==> src/rtl/cpu_types_pkg.sv <==
// Shared CPU/memory-side types: word, RAM handshake state and arbiter FSM state.
package cpu_types_pkg;

  typedef logic [31:0] word_t;

  typedef enum logic [1:0] {
    FREE   = 2'd0,
    BUSY   = 2'd1,
    ACCESS = 2'd2,
    ERROR  = 2'd3
  } ramstate_t;

  // Encoded so the state register doubles as the gnt output.
  typedef enum logic [1:0] {
    IDLE    = 2'b00,
    SERVE_I = 2'b01,
    SERVE_D = 2'b10
  } arb_state_t;

endpackage

==> src/rtl/mem_arbiter_starve_ctr.sv <==
// Saturating count of data grants taken while instruction fetch was waiting.
module starve_ctr #(
  parameter int STARVE_MAX = 4
) (
  input  logic CLK,
  input  logic nRST,
  input  logic inc,
  input  logic clr,
  output logic at_max
);

  localparam int CW = (STARVE_MAX < 1) ? 1 : $clog2(STARVE_MAX + 1);
  localparam logic [CW-1:0] MAX_C = CW'(STARVE_MAX);

  logic [CW-1:0] cnt_q, cnt_d;

  always_comb begin
    cnt_d = cnt_q;
    if (clr) begin
      cnt_d = '0;
    end else if (inc && (cnt_q < MAX_C)) begin
      cnt_d = cnt_q + 1'b1;
    end
  end

  always_ff @(posedge CLK or negedge nRST) begin
    if (!nRST) begin
      cnt_q <= '0;
    end else begin
      cnt_q <= cnt_d;
    end
  end

  // With STARVE_MAX=0 this is constantly true, so instruction always wins ties.
  assign at_max = (cnt_q >= MAX_C);

endmodule

==> src/rtl/mem_arbiter.sv <==
// Registered-grant arbiter sharing one RAM port between instruction and data requesters.
module mem_arbiter
  import cpu_types_pkg::*;
#(
  parameter int STARVE_MAX = 4
) (
  input  logic        CLK,
  input  logic        nRST,
  input  logic        iREN,
  input  logic [31:0] iaddr,
  output logic [31:0] iload,
  output logic        iwait,
  input  logic        dREN,
  input  logic        dWEN,
  input  logic [31:0] daddr,
  input  logic [31:0] dstore,
  output logic [31:0] dload,
  output logic        dwait,
  output logic        ramREN,
  output logic        ramWEN,
  output logic [31:0] ramaddr,
  output logic [31:0] ramstore,
  input  logic [31:0] ramload,
  input  logic [1:0]  ramstate,
  output logic [1:0]  gnt,
  output logic        ram_err
);

  arb_state_t state_q, state_d;
  logic       ram_err_q, ram_err_d;
  logic       cnt_inc, cnt_clr, at_max;
  logic       d_req, ram_done, ram_fail;
  ramstate_t  rs;

  starve_ctr #(.STARVE_MAX(STARVE_MAX)) u_starve (
    .CLK    (CLK),
    .nRST   (nRST),
    .inc    (cnt_inc),
    .clr    (cnt_clr),
    .at_max (at_max)
  );

  assign rs       = ramstate_t'(ramstate);
  assign ram_fail = (rs == ERROR);
  assign ram_done = (rs == ACCESS) || ram_fail;
  assign d_req    = dREN | dWEN;

  always_comb begin
    state_d   = state_q;
    ram_err_d = ram_err_q;
    cnt_inc   = 1'b0;
    cnt_clr   = 1'b0;
    ramREN    = 1'b0;
    ramWEN    = 1'b0;
    ramaddr   = '0;
    ramstore  = '0;
    iload     = '0;
    dload     = '0;
    iwait     = 1'b1;
    dwait     = 1'b1;

    case (state_q)
      IDLE: begin
        if (d_req && (!iREN || !at_max)) begin
          state_d = SERVE_D;
          cnt_inc = iREN;
          cnt_clr = !iREN;
        end else if (iREN) begin
          state_d = SERVE_I;
          cnt_clr = 1'b1;
        end
      end

      SERVE_I: begin
        ramaddr = iaddr;
        ramREN  = iREN;
        iload   = ramload;
        if (!iREN) begin
          state_d = IDLE;
        end else if (ram_done) begin
          iwait   = 1'b0;
          state_d = IDLE;
          if (ram_fail) ram_err_d = 1'b1;
        end
      end

      SERVE_D: begin
        ramaddr  = daddr;
        ramstore = dstore;
        ramWEN   = dWEN;
        ramREN   = dREN & ~dWEN;
        dload    = ramload;
        if (!d_req) begin
          state_d = IDLE;
        end else if (ram_done) begin
          dwait   = 1'b0;
          state_d = IDLE;
          if (ram_fail) ram_err_d = 1'b1;
        end
      end

      default: state_d = IDLE;
    endcase
  end

  always_ff @(posedge CLK or negedge nRST) begin
    if (!nRST) begin
      state_q   <= IDLE;
      ram_err_q <= 1'b0;
    end else begin
      state_q   <= state_d;
      ram_err_q <= ram_err_d;
    end
  end

  assign gnt     = state_q;
  assign ram_err = ram_err_q;

endmodule

==> config.mk <==
export PLATFORM = sky130hd
export DESIGN_NAME = mem_arbiter
export DESIGN_NICKNAME = d
export VERILOG_FILES = /design/src/rtl/cpu_types_pkg.sv /design/src/rtl/mem_arbiter_starve_ctr.sv /design/src/rtl/mem_arbiter.sv
export SDC_FILE = /design/constraint.sdc
export NUM_CORES = 1
export LEC_CHECK = 0
export ABC_AREA = 1
export CAP_MARGIN = 5
export CORE_AREA = 8 8 98 100
export CTS_CLUSTER_DIAMETER = 40
export CTS_CLUSTER_SIZE = 24
export DETAILED_ROUTE_END_ITERATION = 16
export DIE_AREA = 0 0 106 108
export PLACE_DENSITY_LB_ADDON = 0.2
export SYNTH_ARGS = -nofsm -noshare
export SYNTH_HDL_FRONTEND = slang
export SYNTH_SLANG_ARGS = --single-unit
==> constraint.sdc <==
create_clock -name CLK -period 2 [get_ports CLK]
set_clock_uncertainty 0.2 [all_clocks]
set_input_delay 0.6 -clock CLK [delete_from_list [all_inputs] [get_ports CLK]]
set_output_delay 0.6 -clock CLK [all_outputs]
set_load 0.02 [all_outputs]
==> flow_summary.yaml <==
placement:
  io_buffers: 269
  dpl_cell_area_sq_um: 5230
  dp_hpwl_mm: 10.6
  place.gp.congestion: 0.813
cts:
  cts_tree: "built"
  clk_pin_slew_ns: 0.04
  h-tree-depth: 1
  cts_buffer_depth: 2
  clock-sinks: 6
  clk_latency_ns: 0.23
  cts_made_buffers: 3
  cts_root_buf: "clkbuf_8"
setup_path:
  crit_slowest_cell: "dfrtp_2"
  timing.rr.end: "gnt[0]"
  r2r_slack_ns: 0.15
  rr_worst_depth: 11
  path_buf_inv: 4
  critPathKind: "reg2out"
  cp_cell_sequence: "inv_4 -> ha_4 -> buf_12 -> buf_16 -> nand2_2 -> a21oi_4 -> buf_6"
  critPathMaxStageDelay_ns: 0.44
  critPathCaptureType: "primary output"
  crit_path_start_kind: "flop"
  critPathRequiredTime_ns: 1.20
  cp.arrival_ns: 1.67
  cp_num_cells: 7
  r2r_start: "gnt[1]"
  crit_end: "ramaddr[20]"
  cp_max_fo: 6
  critical-path-top-delay-family: "buffers and inverters"
  crit_start: "gnt[0]"
yosys:
  ys_seq_area_frac: 0.0884
  synth_area_sq_um: 1700
  synth.distinct_cells: 17
  ys_top_cells_by_area: "nand2_1 40%, inv_1 23%, a21oi_1 10%"
  ys_ff_latch: 6
  synth_top_area_cell: "nand2_1"
  syn_inst: 373
  yosys_warnings: 0
  syn_avg_cell_area_sq_um: 4.55
  syn-num-nets: 515
  yosys.area.top_type_share: 0.396
floorplanning:
  io-pin-count: 270
  die_x_microns: 106
  dieArea_sq_um: 11400
  num_rows: 33
  die_h_microns: 108
  initial_core_util: 0.211
  coreArea_sq_um: 8050
timing:
  worst_pin_slew_ns: 0.349
  slew_viol_final: 0
  finalSetupViolations: 132
  setup_slack_ns: -0.474
  finalCritPeriodShare: 1.24
  finalCriticalPeriod_ns: 2.47
  relSlewSlack: 0.767
  hold_viol_final: 0
  rsz0062_at_grt: "true"
  max_freq_ghz: 0.404
power:
  p_per_area_nw_per_um2: 1380
  peakVddDrop_v: 0.000845
  leakage_nw: 3.66
  fin_total_pwr_mw: 9.58
routing:
  wl_met2_mm: 9.62
  wl_met1_mm: 5.63
  met3WireLength_mm: 1.06
  ant_nets: 0
  wire_per_inst_microns: 20.4
  viasPerCell: 4.54
  highest_layer: "met4"
  wirelength_mm: 16.8
  firstDrtPassIters: 6
  vias: 3735
  drc: 0
  drtIter0Drc: 136
final_layout:
  most-common-layout-cells: "149 x buf_6, 123 x clkdlybuf4s50_1, 100 x inv_2"
  syn_to_final_growth_pct: 308
  drive_above_1_share: 0.704
  fillers: 432
  fin_nets: 860
  design_area_sq_um: 6930
  insertedDiodeCount: 0
  layout_commonest_cell: "buf_6"
global_routing:
  grt_pass1_vias: 3611
  antenna_found_initial: 0
  grt_pass1_wl_mm: 20.6
  grt_start_max_net_pins: 15
  gr-total-overflow: 0
  grt_usage: 0.226
run:
  max_cap_viol_count: 0
run_status:
  status: "finished with violations"
  violations: "negative setup slack"
worst_hold_path:
  min_path_type: "reg2reg"
per-layer routing:
| metal | vias up | track usage |
|---|---|---|
| li1 | 1740 | - |
| met1 | 1781 | 0.232 |
| met2 | 179 | 0.470 |
| met3 | 35 | 0.0375 |
| met4 | 0 | 0.0312 |
| met5 | - | 0 |
cell usage after synthesis, drive strengths merged:
cell type	number
o21a	1
o211ai	1
o21ai	2
inv	107
dfrtp	6
nand2	179
nand3	5
ha	7
a21oi	35
nor3	1
nor2	7
buf	21
o21bai	1
logic make-up (layout without fill, tap and decap cells):
family	after synthesis	count (layout)	share of synthesized area
AO/OA/AOI/OAI	40	40	0.122
buffers and inverters	128	472	0.309
AND/OR/NAND/NOR	192	192	0.429
adder cells (fa/ha/maj)	7	7	0.0516
flip-flops	6	6	0.0884
worst min path at each step:
| stage | from | slack [ns] | cells after the start | endpoint |
|---|---|---|---|---|
| after floorplan | nRST | 0.10 | 0 | gnt[0] |
| after global placement | u_starve.cnt_q[0] | 0.26 | 1 | u_starve.cnt_q[0] |
| after detailed placement | ram_err | 0.27 | 1 | ram_err |
| after CTS | ram_err | 0.29 | 1 | ram_err |
| after global routing | ram_err | 0.31 | 1 | ram_err |
| final | ram_err | 0.29 | 1 | ram_err |
where the power goes:
part / internal [mW] / switching, mW
clock: 0.138 / 0.0604
combinational: 4.59 / 4.56
sequential: 0.170 / 0.0550
total: 4.90 / 4.68
repair_timing:
item / 4_1_cts / 5_1_grt
setup endpoints to repair: 139 / 138
resized for setup: 824 / 249
pin swaps: 6 / 16
buffers inserted: 26 / 24
gates cloned: 8 / 2
hold buffers: 0 / 0
layout make-up:
cell class | instances | area (sq um) | share of cell area
clock buffers | 4 | 45.0 | 0.00650
inverters | 107 | 419 | 0.0605
multi-input cells | 239 | 2090 | 0.302
flip-flops and latches | 6 | 153 | 0.0220
well taps | 105 | 131 | 0.0190
repair buffers | 360 | 4080 | 0.589
repair inverters | 1 | 8.76 | 0.00126
metrics by stage:
stage          hold slack [ns]  setup TNS (ns)  utilization  cells  setup WS (ns)
2_1_floorplan            0.104          -0.977            -    373        -0.0368
4_1_cts                  0.294          -43.83        0.737    799         -0.459
5_1_grt                  0.306          -51.75        0.861    822         -0.522
6_report                 0.285          -45.88        0.861    822         -0.474
3_5_place_dp             0.274          -83.99        0.650    761         -0.763
3_3_place_gp             0.256          -82.21        0.650    761         -0.746
sequential cells by signal (all words and copies together), names as in the netlist:
| signal | flops |
|---|---|
| gnt | 2 |
| ram_err | 1 |
| u_starve.cnt_q | 3 |
No activity file was read; power rests on OpenSTA's default activity.
